**src/rtl/dsp_mult_lane_array_if.sv**
```systemverilog
// Bundle between a matrix engine (master) and the DSP multiplier lane array (slave).
//   dsp_ce        global clock-enable for every pipeline stage
//   dsp_clr       synchronous clear of data registers, valid pipe and accumulators
//   dsp_a0/dsp_b0 per-lane unsigned operands
//   dsp_out       per-lane P-register
//   dsp_out_valid P-registers hold products of real sampled operands
//   dsp_acc_load  load instead of accumulate (DSP_ACC_EN builds only)
//   dsp_acc_ovf   sticky per-lane accumulator carry-out (DSP_ACC_EN builds only)
// Optional feature macro: DSP_ACC_EN.
interface dsp_mult_lane_array_if #(
  parameter int unsigned NUM_LANES = 5,
  parameter int unsigned A_W       = 18,
  parameter int unsigned B_W       = 18,
  parameter int unsigned OUT_W     = 37
);
  logic                            dsp_ce;
  logic                            dsp_clr;
  logic [NUM_LANES-1:0][A_W-1:0]   dsp_a0;
  logic [NUM_LANES-1:0][B_W-1:0]   dsp_b0;
  logic [NUM_LANES-1:0][OUT_W-1:0] dsp_out;
  logic                            dsp_out_valid;
`ifdef DSP_ACC_EN
  logic                            dsp_acc_load;
  logic [NUM_LANES-1:0]            dsp_acc_ovf;

  modport master (
    output dsp_ce, dsp_clr, dsp_a0, dsp_b0, dsp_acc_load,
    input  dsp_out, dsp_out_valid, dsp_acc_ovf
  );

  modport slave (
    input  dsp_ce, dsp_clr, dsp_a0, dsp_b0, dsp_acc_load,
    output dsp_out, dsp_out_valid, dsp_acc_ovf
  );
`else
  modport master (
    output dsp_ce, dsp_clr, dsp_a0, dsp_b0,
    input  dsp_out, dsp_out_valid
  );

  modport slave (
    input  dsp_ce, dsp_clr, dsp_a0, dsp_b0,
    output dsp_out, dsp_out_valid
  );
`endif
endinterface

```
**src/rtl/dsp_mult_lane_array.sv**
```systemverilog
// Array of independent unsigned multiplier lanes modelling an A/B-reg -> M-reg -> P-reg
// DSP pipeline. All stages share one clock-enable, one synchronous clear and one valid pipe.
//   clk  rising-edge clock
//   rst  asynchronous active-high reset
//   dsp  slave side of dsp_mult_lane_array_if (operands in, P-registers and valid out)
// Optional feature macro: DSP_ACC_EN adds a per-lane post-adder in the P stage with a
// sticky carry-out flag; without it the P stage is a plain zero-extension of M.
module dsp_mult_lane_array #(
  parameter int unsigned NUM_LANES = 5,
  parameter int unsigned A_W       = 18,
  parameter int unsigned B_W       = 18,
  parameter int unsigned OUT_W     = 37
) (
  input  logic                 clk,
  input  logic                 rst,
  dsp_mult_lane_array_if.slave dsp
);

  localparam int unsigned M_W = A_W + B_W;

  logic [NUM_LANES-1:0][A_W-1:0]   a_q;
  logic [NUM_LANES-1:0][B_W-1:0]   b_q;
  logic [NUM_LANES-1:0][M_W-1:0]   m_q, m_d;
  logic [NUM_LANES-1:0][OUT_W-1:0] p_q, p_d;
  logic [2:0]                      vpipe_q;

`ifdef DSP_ACC_EN
  logic [NUM_LANES-1:0]            ovf_q, ovf_d;
  logic [NUM_LANES-1:0][OUT_W:0]   acc_sum;
`endif

  always_comb begin
    m_d = m_q;
    p_d = p_q;
`ifdef DSP_ACC_EN
    ovf_d   = ovf_q;
    acc_sum = '0;
`endif
    for (int l = 0; l < NUM_LANES; l++) begin
      m_d[l] = M_W'(a_q[l]) * M_W'(b_q[l]);
`ifdef DSP_ACC_EN
      // One extra bit captures the carry-out of the modulo-2^OUT_W accumulation.
      acc_sum[l] = {1'b0, p_q[l]} + (OUT_W + 1)'(m_q[l]);
      if (dsp.dsp_acc_load) begin
        p_d[l] = OUT_W'(m_q[l]);
      end else begin
        p_d[l]   = acc_sum[l][OUT_W-1:0];
        ovf_d[l] = ovf_q[l] | acc_sum[l][OUT_W];
      end
`else
      p_d[l] = OUT_W'(m_q[l]);
`endif
    end
  end

  // Clear beats clock-enable: operands on a clearing edge are dropped.
  always_ff @(posedge clk or posedge rst) begin
    if (rst) begin
      a_q     <= '0;
      b_q     <= '0;
      m_q     <= '0;
      p_q     <= '0;
      vpipe_q <= '0;
    end else if (dsp.dsp_clr) begin
      a_q     <= '0;
      b_q     <= '0;
      m_q     <= '0;
      p_q     <= '0;
      vpipe_q <= '0;
    end else if (dsp.dsp_ce) begin
      a_q     <= dsp.dsp_a0;
      b_q     <= dsp.dsp_b0;
      m_q     <= m_d;
      p_q     <= p_d;
      vpipe_q <= {vpipe_q[1:0], 1'b1};
    end
  end

`ifdef DSP_ACC_EN
  always_ff @(posedge clk or posedge rst) begin
    if (rst) begin
      ovf_q <= '0;
    end else if (dsp.dsp_clr) begin
      ovf_q <= '0;
    end else if (dsp.dsp_ce) begin
      ovf_q <= ovf_d;
    end
  end

  assign dsp.dsp_acc_ovf = ovf_q;
`endif

  assign dsp.dsp_out       = p_q;
  assign dsp.dsp_out_valid = vpipe_q[2];

endmodule

```
**src/flat_wrapper.sv**
```systemverilog
// flat-port wrapper written by rule: the top's interface ports become plain ports
module dsp_mult_lane_array_flat 
#(
  parameter int unsigned NUM_LANES = 5,
  parameter int unsigned A_W       = 18,
  parameter int unsigned B_W       = 18,
  parameter int unsigned OUT_W     = 37
)
  (clk, rst, dsp_dsp_ce, dsp_dsp_clr, dsp_dsp_a0, dsp_dsp_b0, dsp_dsp_out, dsp_dsp_out_valid);
  dsp_mult_lane_array_if #(.NUM_LANES(NUM_LANES), .A_W(A_W), .B_W(B_W), .OUT_W(OUT_W)) dsp_i ();
  input  logic clk;
  input  logic rst;
  input wire logic [$bits(dsp_i.dsp_ce)-1:0] dsp_dsp_ce;
  input wire logic [$bits(dsp_i.dsp_clr)-1:0] dsp_dsp_clr;
  input wire logic [$bits(dsp_i.dsp_a0)-1:0] dsp_dsp_a0;
  input wire logic [$bits(dsp_i.dsp_b0)-1:0] dsp_dsp_b0;
  output wire logic [$bits(dsp_i.dsp_out)-1:0] dsp_dsp_out;
  output wire logic [$bits(dsp_i.dsp_out_valid)-1:0] dsp_dsp_out_valid;
  assign dsp_i.dsp_ce = dsp_dsp_ce;
  assign dsp_i.dsp_clr = dsp_dsp_clr;
  assign dsp_i.dsp_a0 = dsp_dsp_a0;
  assign dsp_i.dsp_b0 = dsp_dsp_b0;
  assign dsp_dsp_out = dsp_i.dsp_out;
  assign dsp_dsp_out_valid = dsp_i.dsp_out_valid;
  dsp_mult_lane_array #(.NUM_LANES(NUM_LANES), .A_W(A_W), .B_W(B_W), .OUT_W(OUT_W)) u_core (.clk(clk), .rst(rst), .dsp(dsp_i));
endmodule
```
**config.mk**
```make
export PLATFORM = sky130hd
export DESIGN_NAME = dsp_mult_lane_array_flat
export DESIGN_NICKNAME = d
export VERILOG_FILES = /design/src/rtl/dsp_mult_lane_array_if.sv /design/src/rtl/dsp_mult_lane_array.sv /design/src/flat_wrapper.sv
export SDC_FILE = /design/constraint.sdc
export NUM_CORES = 2
export LEC_CHECK = 0
export BUFFER_PORTS_ARGS = -buffer_cell sky130_fd_sc_hd__buf_4
export CORE_MARGIN = 3
export CORE_UTILIZATION = 45
export CTS_CLUSTER_DIAMETER = 200
export DETAILED_ROUTE_END_ITERATION = 8
export MAX_ROUTING_LAYER = met4
export PLACE_DENSITY = 0.58
export SKIP_LAST_GASP = 1
export SYNTH_ARGS = -nofsm -noshare
export SYNTH_HDL_FRONTEND = slang
export SYNTH_SLANG_ARGS = --single-unit
```
**constraint.sdc**
```tcl
create_clock -name clk -period 51 [get_ports clk]
set_clock_uncertainty 0.1 [all_clocks]
set_input_delay 5.1 -clock clk [delete_from_list [all_inputs] [get_ports clk]]
set_output_delay 5.1 -clock clk [all_outputs]
set_load 0.01 [all_outputs]
```
==> flow_summary.json <==
{
  "r2r_start": "u_core.a_q[43]$_DFFE_PP0P_",
  "share_of_synthesized_flip_flops_with_an_asynchronous_set_or_reset_pct": 100,
  "clock_latency_ps": 660,
  "grt_start_max_net_pins": 182,
  "highest_fanout_seen_on_the_critical_path": 115,
  "die_area_sq_mm": 0.170,
  "max-slew-margin-rel_pct": 22.0,
  "mostFrequentLayoutCells": "1565 x inv_1, 1280 x fa_1, 1085 x nand2_1, 675 x and2_1, 550 x ha_1",
  "numClockSinks": 543,
  "post_synth_edffs": 0,
  "grt_pass1_wl_um": 321000,
  "pwr_density_cell_mw_per_mm2": 18.1,
  "hold_start": "u_core.m_q[164]$_DFFE_PP0P_",
  "place.port_buffers": 364,
  "worst-path-buf-inv": 6,
  "cp_data_required_time_ps": 51530,
  "cp_top_family": "buffers and inverters",
  "layoutNonFillerInstCount": 10300,
  "num_vias": 53000,
  "yosys_register_bits": 543,
  "totalNegativeSetupSlack_ps": 0,
  "routed_via_density": 5.16,
  "timing.final.max_slew_violations": 0,
  "core-area_sq_mm": 0.163,
  "critical-path-slowest-cell": "buf_4",
  "syn-cell-area_sq_mm": 0.0742,
  "post_synth_and_or_nand_nor_area_fraction_pct": 15.0,
  "post_drt_wl_per_cell_um": 19.2,
  "drive_gt1_share_pct": 7.28,
  "grt_use_met1_pct": 32.7,
  "hp-class": "flip-flop to flip-flop",
  "grt_pass1_vias": 57100,
  "post_cts_resize_count": 0,
  "initial_core_util_pct": 45.4,
  "io-pin-count": 370,
  "synth_area_per_cell_sq_um": 9.28,
  "synth-warning-count": 0,
  "report.final.hold_viol_count": 0,
  "top_usage_layer": "met2",
  "grt_antenna_before_repair": 2,
  "power_mw": 1.46,
  "postRouteWirelength_um": 197000,
  "timing.critical_path.from_type": "primary input",
  "use_met3_pct": 3.34,
  "synthCells": 7994,
  "gp_congestion": 0.878,
  "whs_endpoint": "u_core.m_q[164]$_DFFE_PP0P_",
  "xor_and_xnor_fraction_of_the_mapped_netlist_area_pct": 1.64,
  "globalRoute.totalOverflow": 0,
  "groute.usage.overall_pct": 24.6,
  "critPathKind": "primary input to async pin",
  "setup_repair_after_global_routing_missed_its_margin": "no",
  "cts-buffers-inserted": 68,
  "ff2ff_setup_slack_ps": 43740,
  "yosys.area_share.adder_pct": 43.8,
  "cts_tree": "built",
  "max-clock-path-buffers": 3,
  "status": "complete, no violations",
  "mux_share_of_post_synthesis_cell_area_pct": 5.84,
  "numPlacedInstances": 10100,
  "num_rows": 148,
  "critPathArrivalTime_ps": 9080,
  "ant_nets": 0,
  "dp.final_hpwl_um": 149000,
  "endpoint_kind": "async pin",
  "fin_crit_sh_pct": 16.8,
  "cts_max_level": 3,
  "r2r-end": "u_core.m_q[105]$_DFFE_PP0P_",
  "utilization_pct": 49.4,
  "mostFrequentLayoutCell": "inv_1",
  "layout.filler_cells": 15500,
  "drt-pass1-iter-count": 5,
  "synth_cell_type_count": 79,
  "holdPathStages": 2,
  "first_iter_violations": 3039,
  "final_setup_fails": 0,
  "post_cts_hold_buffer_count": 0,
  "area_delta_synth_final_pct": 8.83,
  "p_leak_nw": 43.6,
  "min_period_ps": 8550,
  "cts-root-buf": "clkbuf_16",
  "worst_stage_delay_on_the_critical_path_ps": 870,
  "synth-seq-area-share_pct": 18.3,
  "cts_setup_buffers": 0,
  "worst-slew-pin-transition_ps": 1170,
  "timing.critical_path.cells": "buf_4 -> inv_8 -> buf_4 -> buf_4 -> buf_4 -> buf_4",
  "clkSlewWorstSetupHoldPaths_ps": 50,
  "grt.met2_usage_pct": 40.2,
  "detail_route.drc_violations": 0,
  "final_critical_path_setup_slack_ps": 42450,
  "floorplan.die.width_um": 412,
  "worst_ir_drop_vdd_v": 0.0000250,
  "dp_worst_setup_slack_ps": 41590,
  "synth_compound_area_share_pct": 4.88,
  "synth_ff_type": "dfrtp_1",
  "max_cap_violations": 0,
  "die_h_um": 412,
  "worstRegToRegCells": 21,
  "cp_common_cell": "buf_4",
  "synth_top_family_by_area": "adder cells",
  "finalNetCount": 10000,
  "max_freq_mhz": 117
}
[where the power goes]
group | internal, mW | leakage (nW) | switching (mW)
registers | 0.458 | 7.38 | 0.0578
clock network | 0.285 | 1.08 | 0.200
logic | 0.184 | 35.1 | 0.276
total | 0.926 | 43.6 | 0.534
[worst min-delay path: stages (launching register included)]
cell,delay (ps)
dfrtp_1,340
nand2_1,50
o21ai_0,60
[cells in the mapped netlist (3+ instances only)]
library cell / count / area, sq um
inv_1: 1566 / 5880
fa_1: 1280 / 25600
nand2_1: 1085 / 4070
and2_1: 675 / 4220
ha_1: 550 / 6880
dfrtp_1: 543 / 13600
nor2_1: 543 / 2040
mux2i_1: 433 / 4330
clkbuf_1: 404 / 1520
a21oi_1: 138 / 691
o21ai_0: 135 / 676
a21o_1: 82 / 616
xnor2_1: 81 / 709
buf_1: 72 / 270
xor2_1: 58 / 508
a211oi_1: 40 / 300
nand3_1: 33 / 165
a31oi_1: 25 / 156
o21bai_1: 21 / 158
nand4_1: 19 / 119
and3_1: 18 / 113
nor3_1: 15 / 75.1
nor2b_1: 14 / 87.6
o21a_1: 14 / 105
or3_1: 12 / 75.1
nand2b_1: 10 / 62.6
o31ai_1: 10 / 75.1
o211ai_1: 9 / 67.6
a211o_1: 8 / 70.1
o21ai_1: 7 / 35.0
buf_4: 6 / 45.0
a221oi_1: 5 / 43.8
buf_2: 4 / 20.0
o22ai_1: 4 / 25.0
a211oi_2: 3 / 37.5
a22oi_1: 3 / 22.5
a311oi_1: 3 / 26.3
a31o_2: 3 / 26.3
o221ai_1: 3 / 26.3
o32ai_1: 3 / 26.3
[layer usage]
metal / vias up / wire length [um]
met5: - / 0
met3: 255 / 10000
met4: 0 / 4280
met1: 27400 / 87000
met2: 1286 / 95400
li1: 24100 / -
[metrics by stage]
| stage | hold WS, ps | instance area [sq um] |
|---|---|---|
| finish | 382 | 80700 |
| global route | 416 | 80700 |
| CTS | 386 | 80700 |
| detailed placement | 374 | 78500 |
| global placement | 366 | 78500 |
| floorplan | 348 | 74200 |
[area by class of cell]
cell class,instances,area (sq um),area share [%]
Sequential cell,543,13600,16.8
Tap cell,2175,2720,3.37
Multi-Input combinational cell,5400,52900,65.5
Clock buffer,89,1860,2.31
Inverter,1567,5890,7.30
Antenna cell,3,7.51,0.00930
Timing Repair Buffer,454,3450,4.27
Clock inverter,28,337,0.417
[registers in the layout, indices dropped and copies added, names as in the netlist]
register	count
u_core.dsp.dsp_out	180
u_core.m_q	180
u_core.a_q	90
u_core.b_q	90
u_core.vpipe_q	3
[worst max-delay path by stage]
stage	startpoint	to	slack, ps	depth (start not counted)
after floorplan	rst	u_core.a_q[0]$_DFFE_PP0P_	30620	1
after global placement	rst	u_core.m_q[132]$_DFFE_PP0P_	41590	6
after detailed placement	rst	u_core.m_q[131]$_DFFE_PP0P_	41590	6
after CTS	rst	u_core.m_q[133]$_DFFE_PP0P_	42320	6
after global routing	rst	u_core.m_q[131]$_DFFE_PP0P_	41830	6
final	rst	u_core.m_q[131]$_DFFE_PP0P_	42450	6
[logic make-up after synthesis]
group | after synthesis
DFF | 543
xor gates and xnor gates | 139
muxes | 433
buffers and inverters | 2055
other | 1
and+or+nand+nor | 2439
adders and majority gates | 1830
AOI/OAI and AO/OA | 554
(Power assumes the default switching activity.)
